$ cat src/rtl/sim_ctrl_pkg.sv
// Shared constants and types for the simulation-control responder.
// Register map, ID value, verdict code and the run/drain/done state enum.
package sim_ctrl_pkg;

  localparam logic [2:0] OFF_FINISH = 3'd0;
  localparam logic [2:0] OFF_STATUS = 3'd1;
  localparam logic [2:0] OFF_PUTC   = 3'd2;
  localparam logic [2:0] OFF_ID     = 3'd3;
  localparam logic [2:0] OFF_CYC_LO = 3'd4;
  localparam logic [2:0] OFF_CYC_HI = 3'd5;

  localparam logic [31:0] ID_VALUE  = 32'h5343_0001;
  localparam logic [31:0] PASS_CODE = 32'd1;

  typedef enum logic [1:0] {
    ST_RUN   = 2'd0,
    ST_DRAIN = 2'd1,
    ST_DONE  = 2'd2
  } state_t;

endpackage

$ cat src/rtl/sim_ctrl_fifo.sv
// First-word fall-through byte FIFO for the console stream.
// Power-of-two depth; pointers wrap naturally, count is one bit wider.
module sim_ctrl_fifo #(
  parameter int DEPTH = 8
) (
  input  logic                       clk,
  input  logic                       rst,
  input  logic                       push,
  input  logic [7:0]                 push_data,
  input  logic                       pop,
  output logic [7:0]                 head,
  output logic                       full,
  output logic                       empty,
  output logic [$clog2(DEPTH):0]     count
);

  localparam int AW = $clog2(DEPTH);
  localparam int CW = AW + 1;

  logic [7:0]    mem [DEPTH];
  logic [AW-1:0] wr_ptr;
  logic [AW-1:0] rd_ptr;
  logic          do_push;
  logic          do_pop;

  assign do_push = push & ~full;
  assign do_pop  = pop & ~empty;
  assign empty   = (count == '0);
  assign full    = (count == CW'(DEPTH));
  assign head    = mem[rd_ptr];

  always_ff @(posedge clk) begin
    if (do_push) mem[wr_ptr] <= push_data;
  end

  always_ff @(posedge clk or posedge rst) begin
    if (rst) begin
      wr_ptr <= '0;
      rd_ptr <= '0;
      count  <= '0;
    end else begin
      if (do_push) wr_ptr <= wr_ptr + AW'(1);
      if (do_pop)  rd_ptr <= rd_ptr + AW'(1);
      case ({do_push, do_pop})
        2'b10:   count <= count + CW'(1);
        2'b01:   count <= count - CW'(1);
        default: count <= count;
      endcase
    end
  end

endmodule

$ cat src/rtl/sim_ctrl_resp.sv
// Simulation-control responder: result code, console FIFO, finish verdict.
// Optional 64-bit cycle counter enabled by SIM_CTRL_CYCLE_CNT_EN.
module sim_ctrl_resp
  import sim_ctrl_pkg::*;
#(
  parameter logic [31:0] BASE_ADDR  = 32'h9000_0000,
  parameter int          FIFO_DEPTH = 8
) (
  input  logic        clk_i,
  input  logic        rst_i,
  input  logic        req_valid_i,
  input  logic [31:0] req_addr_i,
  input  logic [3:0]  req_wr_i,
  input  logic [31:0] req_data_i,
  output logic        req_accept_o,
  output logic        resp_ack_o,
  output logic [31:0] resp_data_o,
  output logic        tx_valid_o,
  output logic [7:0]  tx_data_o,
  input  logic        tx_ready_i,
  output logic        sim_finish_o,
  output logic        sim_pass_o,
  output logic [31:0] sim_code_o
);

  localparam int CW = $clog2(FIFO_DEPTH) + 1;

  state_t        state_q;
  state_t        state_d;
  logic [31:0]   code_q;
  logic          in_win;
  logic          wr;
  logic [2:0]    off;
  logic          wr_hit;
  logic          push;
  logic          pop;
  logic          fin;
  logic          full;
  logic          empty;
  logic [CW-1:0] count;
  logic [31:0]   status;
  logic [31:0]   rd_data;
  logic [31:0]   cyc_lo;
  logic [31:0]   cyc_hi;
  logic          unused;

  assign unused = ^req_addr_i[1:0];

  assign wr     = |req_wr_i;
  assign off    = req_addr_i[4:2];
  assign in_win = (req_addr_i[31:5] == BASE_ADDR[31:5]);

  // Only a live push can back-pressure; late PUTCs are swallowed.
  assign req_accept_o = req_valid_i & in_win &
    ~(wr & (off == OFF_PUTC) & full & (state_q == ST_RUN));

  assign wr_hit = req_accept_o & wr;
  assign push   = wr_hit & (off == OFF_PUTC) & (state_q == ST_RUN);
  assign fin    = wr_hit & (off == OFF_FINISH) & (state_q == ST_RUN);
  assign pop    = tx_valid_o & tx_ready_i;

  sim_ctrl_fifo #(
    .DEPTH (FIFO_DEPTH)
  ) u_fifo (
    .clk       (clk_i),
    .rst       (rst_i),
    .push      (push),
    .push_data (req_data_i[7:0]),
    .pop       (pop),
    .head      (tx_data_o),
    .full      (full),
    .empty     (empty),
    .count     (count)
  );

  assign tx_valid_o = ~empty;

  always_ff @(posedge clk_i or posedge rst_i) begin
    if (rst_i) state_q <= ST_RUN;
    else       state_q <= state_d;
  end

  always_comb begin
    state_d = state_q;
    unique case (state_q)
      ST_RUN:   if (fin)   state_d = ST_DRAIN;
      ST_DRAIN: if (empty) state_d = ST_DONE;
      ST_DONE:  state_d = ST_DONE;
      default:  state_d = ST_RUN;
    endcase
  end

  always_comb begin
    sim_finish_o = (state_q == ST_DONE);
    sim_pass_o   = (state_q == ST_DONE) && (code_q == PASS_CODE);
  end

  always_ff @(posedge clk_i or posedge rst_i) begin
    if (rst_i)    code_q <= '0;
    else if (fin) code_q <= req_data_i;
  end

  assign sim_code_o = code_q;

`ifdef SIM_CTRL_CYCLE_CNT_EN
  logic [63:0] cycle_q;
  logic [31:0] snap_q;

  // A LO read captures HI so the pair reads coherently.
  always_ff @(posedge clk_i or posedge rst_i) begin
    if (rst_i) begin
      cycle_q <= '0;
      snap_q  <= '0;
    end else begin
      if (state_q != ST_DONE) cycle_q <= cycle_q + 64'd1;
      if (req_accept_o && !wr && off == OFF_CYC_LO)
        snap_q <= cycle_q[63:32];
    end
  end

  assign cyc_lo = cycle_q[31:0];
  assign cyc_hi = snap_q;
`else
  assign cyc_lo = '0;
  assign cyc_hi = '0;
`endif

  assign status = {16'h0, 8'(count), 6'h0, state_q};

  always_comb begin
    rd_data = '0;
    case (off)
      OFF_FINISH: rd_data = code_q;
      OFF_STATUS: rd_data = status;
      OFF_ID:     rd_data = ID_VALUE;
      OFF_CYC_LO: rd_data = cyc_lo;
      OFF_CYC_HI: rd_data = cyc_hi;
      default:    rd_data = '0;
    endcase
  end

  always_ff @(posedge clk_i or posedge rst_i) begin
    if (rst_i) begin
      resp_ack_o  <= 1'b0;
      resp_data_o <= '0;
    end else begin
      resp_ack_o  <= req_accept_o;
      resp_data_o <= (req_accept_o && !wr) ? rd_data : '0;
    end
  end

endmodule

$ cat config.mk
export PLATFORM = sky130hd
export DESIGN_NAME = sim_ctrl_resp
export DESIGN_NICKNAME = d
export VERILOG_FILES = /design/src/rtl/sim_ctrl_pkg.sv /design/src/rtl/sim_ctrl_fifo.sv /design/src/rtl/sim_ctrl_resp.sv
export SDC_FILE = /design/constraint.sdc
export NUM_CORES = 1
export LEC_CHECK = 0
export CORE_AREA = 2 2 100 141
export DETAILED_ROUTE_END_ITERATION = 8
export DIE_AREA = 0 0 102 143
export PLACE_DENSITY = 0.72
export SLEW_MARGIN = 15
export SYNTH_ARGS = -nofsm -noshare
export SYNTH_HDL_FRONTEND = slang
export SYNTH_SLANG_ARGS = --single-unit
export TNS_END_PERCENT = 20
$ cat constraint.sdc
create_clock -name clk_i -period 4.2 [get_ports clk_i]
set_clock_uncertainty 0.15 [all_clocks]
set_input_delay 0.84 -clock clk_i [delete_from_list [all_inputs] [get_ports clk_i]]
set_output_delay 0.84 -clock clk_i [all_outputs]
set_load 0.02 [all_outputs]
==> results of run 1 <==
registers in the layout (all words and copies together), names as in the netlist:
register / count
u_fifo.rd_ptr: 3
sim_code_o: 32
u_fifo.count: 4
u_fifo.wr_ptr: 3
u_fifo.mem: 64
resp_ack_o: 1
resp_data_o: 32
state_q: 2
cell type report:
type / instances / area, µm² / share of cell area [%]
tap: 182 / 228 / 2.83
timing repair buffer: 155 / 1530 / 19.0
inverter: 9 / 35.0 / 0.435
multi-input combinational: 185 / 1780 / 22.0
clock buffer: 17 / 425 / 5.28
sequential: 141 / 3850 / 47.8
clock inverter: 15 / 211 / 2.63
worst max-delay path, cell delays in order:
cell             delay (ns)
clkdlybuf4s50_1        0.39
or4_1                  0.62
nand4b_1               0.19
nor2_1                 0.06
nor3_1                 0.20
clkdlybuf4s50_1        0.67
metal layers:
metal	vias to the layer above	wire (µm)	GRT usage [%]
li1	1639	-	-
met1	1828	5190	22.8
met2	109	7300	33.3
met3	19	625	5.58
met4	0	201	5.89
met5	-	0	0
where the power goes:
| group | internal (mW) | switching, mW | total, mW |
|---|---|---|---|
| sequential | 1.48 | 0.0834 | 1.56 |
| clock | 1.00 | 0.580 | 1.58 |
| combinational | 0.431 | 0.305 | 0.735 |
placed cells by master, fill, tap and decap left out, types with 3 or more instances in the layout:
cell type,n
nor3_2,3
inv_1,8
nor2_1,7
and2_1,19
nor4_1,11
and4b_1,3
clkbuf_16,17
xnor2_1,4
nor3_1,4
mux2_1,30
mux2_2,12
mux4_2,16
clkinvlp_4,3
bufinv_16,4
dfrtp_1,77
buf_4,9
mux2i_1,7
nor4b_1,5
nand2_1,13
a21oi_1,10
clkinv_4,4
ha_1,8
edfxtp_1,64
xor2_1,3
or4_1,4
clkdlybuf4s50_1,146
through the flow:
stage | total power [mW] | hold WS (ns) | instances | utilization [%]
global route | 4.04 | 0.379 | 704 | 60.7
detailed placement | 2.33 | 0.357 | 672 | 55.9
floorplan | 2.06 | 0.325 | 350 | -
finish | 3.88 | 0.364 | 704 | 60.7
CTS | 3.92 | 0.365 | 704 | 60.7
global placement | 2.32 | 0.355 | 672 | 55.9
how the worst max path moves through the flow:
| stage | from | to | slack (ns) |
|---|---|---|---|
| final | req_wr_i[1] | req_accept_o | 0.25 |
| after CTS | req_wr_i[1] | req_accept_o | 0.22 |
| after detailed placement | req_wr_i[1] | req_accept_o | 0.23 |
| after floorplan | req_addr_i[15] | u_fifo.count[3] | 0.75 |
| after global routing | req_wr_i[0] | req_accept_o | 0.16 |
| after global placement | req_wr_i[1] | req_accept_o | 0.26 |
kinds of logic (layout without fill, tap and decap cells):
family          count (synthesis)  in the layout  synth area share (%)
simple gates                   88             88                  10.3
compound gates                 16             16                  1.72
mux                            65             65                  15.8
fa+ha+maj                       9              9                  2.09
flops                         141            141                  67.1
buf+inv                        24            196                  1.92
xor+xnor                        7              7                  1.07
==> results.sh, run 1 <==
export IMPL_io_pin_count=149
export IMPL_cp_required_ns=3.21
export IMPL_firstDrtPassIters=4
export IMPL_ys_flop_type="dfrtp_1"
export IMPL_rows=50
export IMPL_reg2reg_slack_ns=1.12
export IMPL_cp_end_kind="primary output"
export IMPL_timing_rr_end="u_fifo.count[3]"
export IMPL_core_area_um2=13300
export IMPL_ys_top_cells_by_count="dfrtp_1 (77), edfxtp_1 (64), mux2_1 (30)"
export IMPL_cts_setup_buffers=0
export IMPL_dpl_cell_area_um2=7420
export IMPL_syn_cell_area_um2=5730
export IMPL_min_from="u_fifo.count[3]"
export IMPL_synth_most_common_cell="dfrtp_1"
export IMPL_cts_tree="built"
export IMPL_drt_iter0_markers=122
export IMPL_ys_ff_latch=141
export IMPL_area_growth_syn_to_layout_pct=40.4
export IMPL_post_cts_resize_count=0
export IMPL_antenna_cells=0
export IMPL_grt_max_degree=59
export IMPL_r2r_cells=12
export IMPL_critPathKind="in -> out"
export IMPL_worstReg2RegStart="state_q[1]"
export IMPL_powerDensity_nw_per_um2=482
export IMPL_antenna_found_initial=0
export IMPL_synth_area_top_cells="dfrtp_1 (34%), edfxtp_1 (34%), mux4_2 (6.3%)"
export IMPL_cts_root_buf="clkbuf_16"
export IMPL_fin_crit_sh_pct=94.1
export IMPL_path_max_fanout=5
export IMPL_totalNegativeSetupSlack_ns=0
export IMPL_synth_top_area_share_pct=33.6
export IMPL_avgViaCountPerCell=5.11
export IMPL_setup_viol=0
export IMPL_synth_top_area_cell="dfrtp_1"
export IMPL_tightest_slew_ns=1.01
export IMPL_drc=0
export IMPL_syn_inst=350
export IMPL_die_area_um2=14600
export IMPL_cp_start_kind="input pin"
export IMPL_min_period_ns=3.95
export IMPL_start_util_pct=43.2
export IMPL_relSlewSlack_pct=32.8
export IMPL_ys_warn_count=0
export IMPL_yosysUniqueCellTypes=47
export IMPL_ant_nets=0
export IMPL_numCtsBuffers=17
export IMPL_vias=3595
export IMPL_ys_async_sr_fraction_pct=54.6
export IMPL_gp_congestion=0.773
export IMPL_postLayoutCellArea_um2=8050
export IMPL_drive_gt1_share_pct=15.3
export IMPL_max_vdd_ir_drop_v=0.000285
export IMPL_ctsHtreeMaxLevel=4
export IMPL_grt_pass1_vias=3840
export IMPL_hold_path_cell_count=1
export IMPL_nets=590
export IMPL_post_drt_wl_per_cell_um=18.9
export IMPL_finalMaxSlewViolations=0
export IMPL_syn_nets=431
export IMPL_wl_um=13300
export IMPL_pre_cts_ws_ns=0.227
export IMPL_crit_arrival_ns=2.96
export IMPL_synth_edf_count=64
export IMPL_postLayoutSetupSlackWorst_ns=0.248
export IMPL_die_x_um=102
export IMPL_leakage_nw=3.28
export IMPL_grt_remaining_overflow=0
export IMPL_die_h_um=143
export IMPL_clkTransAtPathRegs_ns=0.06
export IMPL_clock_path_buffers=2
export IMPL_insertion_delay_ns=0.41
export IMPL_nFillCells=1035
export IMPL_ys_seq_area_share_pct=67.1
export IMPL_worst_hold_path_endpoint="u_fifo.count[3]"
export IMPL_rsz0062_at_grt="false"
export IMPL_avgSynthCellArea_um2=16.4
export IMPL_io_buffers=146
export IMPL_report_final_hold_viol_count=0
export IMPL_ctsHoldBuffers=0
export IMPL_min_path_type="reg -> reg"
export IMPL_hpwl_um=9510
export IMPL_grt_usage_pct=19.2
export IMPL_clock_fmax_mhz=253
export IMPL_drv_cap=0
export IMPL_grt_first_pass_wirelength_um=20700
export IMPL_cts_num_sinks=141
export IMPL_outcome="finished clean"
Note: power is estimated with default switching activity, not from simulation.
==> run 2, diff against run 1 <==
GPL_TIMING_DRIVEN = 0   (was not set)
MAX_ROUTING_LAYER = met4   (was not set)
==> results.sh, run 2 (synthesized netlist as in run 1, its figures left out) <==
export IMPL_outcome="finished clean"
export IMPL_nFillCells=1050
export IMPL_cp_required_ns=3.21
export IMPL_crit_arrival_ns=3.00
export IMPL_mostFrequentLayoutCells="clkdlybuf4s50_1 (145), dfrtp_1 (77), edfxtp_1 (64)"
export IMPL_cts_num_sinks=141
export IMPL_clock_path_buffers=2
export IMPL_finalMaxSlewViolations=0
export IMPL_die_x_um=102
export IMPL_post_cts_resize_count=0
export IMPL_totalNegativeSetupSlack_ns=0
export IMPL_ctsHtreeMaxLevel=4
export IMPL_pwr_share_seq_pct=39.6
export IMPL_pwr_share_clk_pct=39.4
export IMPL_critPathKind="in -> out"
export IMPL_powerDensity_nw_per_um2=475
export IMPL_die_h_um=143
export IMPL_hpwl_um=10000
export IMPL_cp_start_kind="input pin"
export IMPL_grt_remaining_overflow=0
export IMPL_cts_root_buf="clkbuf_16"
export IMPL_hold_path_cell_count=1
export IMPL_grt_pass1_vias=3863
export IMPL_post_drt_wl_per_cell_um=18.9
export IMPL_pre_cts_ws_ns=-0.0311
export IMPL_largest_register_ffs=64
export IMPL_rsz0062_at_grt="false"
export IMPL_postLayoutSetupSlackWorst_ns=0.209
export IMPL_setup_viol=0
export IMPL_io_buffers=145
export IMPL_area_growth_syn_to_layout_pct=40.5
export IMPL_grt_usage_pct=20.1
export IMPL_firstDrtPassIters=4
export IMPL_drive_gt1_share_pct=15.3
export IMPL_numCtsBuffers=17
export IMPL_tightest_slew_ns=0.613
export IMPL_ctsHoldBuffers=0
export IMPL_cp_end_kind="primary output"
export IMPL_drc=0
export IMPL_cts_tree="built"
export IMPL_largest_register="u_fifo.mem"
export IMPL_leakage_nw=3.28
export IMPL_fin_crit_sh_pct=95.0
export IMPL_p_int_mw=2.87
export IMPL_min_path_type="reg -> reg"
export IMPL_gp_congestion=0.787
export IMPL_avgViaCountPerCell=5.10
export IMPL_grt_first_pass_wirelength_um=20900
export IMPL_max_vdd_ir_drop_v=0.000274
export IMPL_drv_cap=0
export IMPL_p_comb_share_pct=21.0
export IMPL_die_area_um2=14600
export IMPL_antenna_cells=0
export IMPL_r2r_cells=13
export IMPL_insertion_delay_ns=0.41
export IMPL_clock_fmax_mhz=251
export IMPL_wl_um=13400
export IMPL_min_period_ns=3.99
export IMPL_path_max_fanout=5
export IMPL_rows=50
export IMPL_vias=3629
export IMPL_p_sw_share_pct=25.0
export IMPL_drt_iter0_markers=164
export IMPL_antenna_found_initial=0
export IMPL_p_total_mw=3.82
export IMPL_core_area_um2=13300
export IMPL_start_util_pct=43.2
export IMPL_cts_setup_buffers=0
export IMPL_final_common_cell="clkdlybuf4s50_1"
export IMPL_relSlewSlack_pct=59.0
export IMPL_grt_max_degree=41
export IMPL_report_final_hold_viol_count=0
export IMPL_clkTransAtPathRegs_ns=0.06
export IMPL_nets=597
export IMPL_io_pin_count=149
export IMPL_p_sw_mw=0.955
export IMPL_ant_nets=0
run 2: worst paths after layout:
| check | from | endpoint | slack [ns] |
|---|---|---|---|
| min reg2reg | sim_code_o[19] | resp_data_o[19] | 0.38 |
| max | req_wr_i[1] | req_accept_o | 0.21 |
| max in group asynchronous | rst_i | u_fifo.wr_ptr[0] | 2.64 |
| min in group asynchronous | rst_i | sim_code_o[23] | 0.67 |
| min | sim_code_o[19] | resp_data_o[19] | 0.38 |
| max reg2reg | state_q[0] | u_fifo.count[3] | 0.90 |
run 2: per-stage QoR:
| stage | std cells | hold slack, ns | area (µm²) | util, % |
|---|---|---|---|---|
| after detailed placement | 679 | 0.367 | 7450 | 56.2 |
| after CTS | 711 | 0.381 | 8050 | 60.7 |
| final | 711 | 0.379 | 8050 | 60.7 |
| after global routing | 711 | 0.405 | 8050 | 60.7 |
| after floorplan | 350 | 0.325 | 5730 | - |
| after global placement | 677 | 0.349 | 7410 | 55.9 |
run 2: layout make-up:
class / instances / area (µm²) / share of cell area (%)
multi-input combinational: 185 / 1780 / 22.1
buffer: 15 / 76.3 / 0.948
inverter: 9 / 36.3 / 0.451
timing repair buffer: 147 / 1480 / 18.3
sequential: 141 / 3850 / 47.8
clock inverter: 14 / 168 / 2.08
clock buffer: 18 / 439 / 5.45
tap: 182 / 228 / 2.83
run 2: power by group through the flow:
stage | Clock [mW] | Combinational [mW] | Sequential [mW]
final | 1.51 | 0.802 | 1.51
after global routing | 1.60 | 0.870 | 1.52
after CTS | 1.53 | 0.819 | 1.51
after detailed placement | 0 | 0.813 | 1.54
after global placement | 0 | 0.790 | 1.54
after floorplan | 0 | 0.527 | 1.53
run 2: routing by layer:
metal	wire length, µm	vias to the layer above	GRT usage [%]
met5	0	-	-
met1	5160	1838	22.9
met4	200	0	5.89
met2	7510	116	34.8
met3	535	15	4.94
li1	-	1660	-
run 2: critical path: stages:
cell             delay (ns)
clkdlybuf4s50_1        0.39
or4_1                  0.62
nand4b_1               0.20
nor2_1                 0.07
nor3_1                 0.21
clkdlybuf4s50_1        0.67
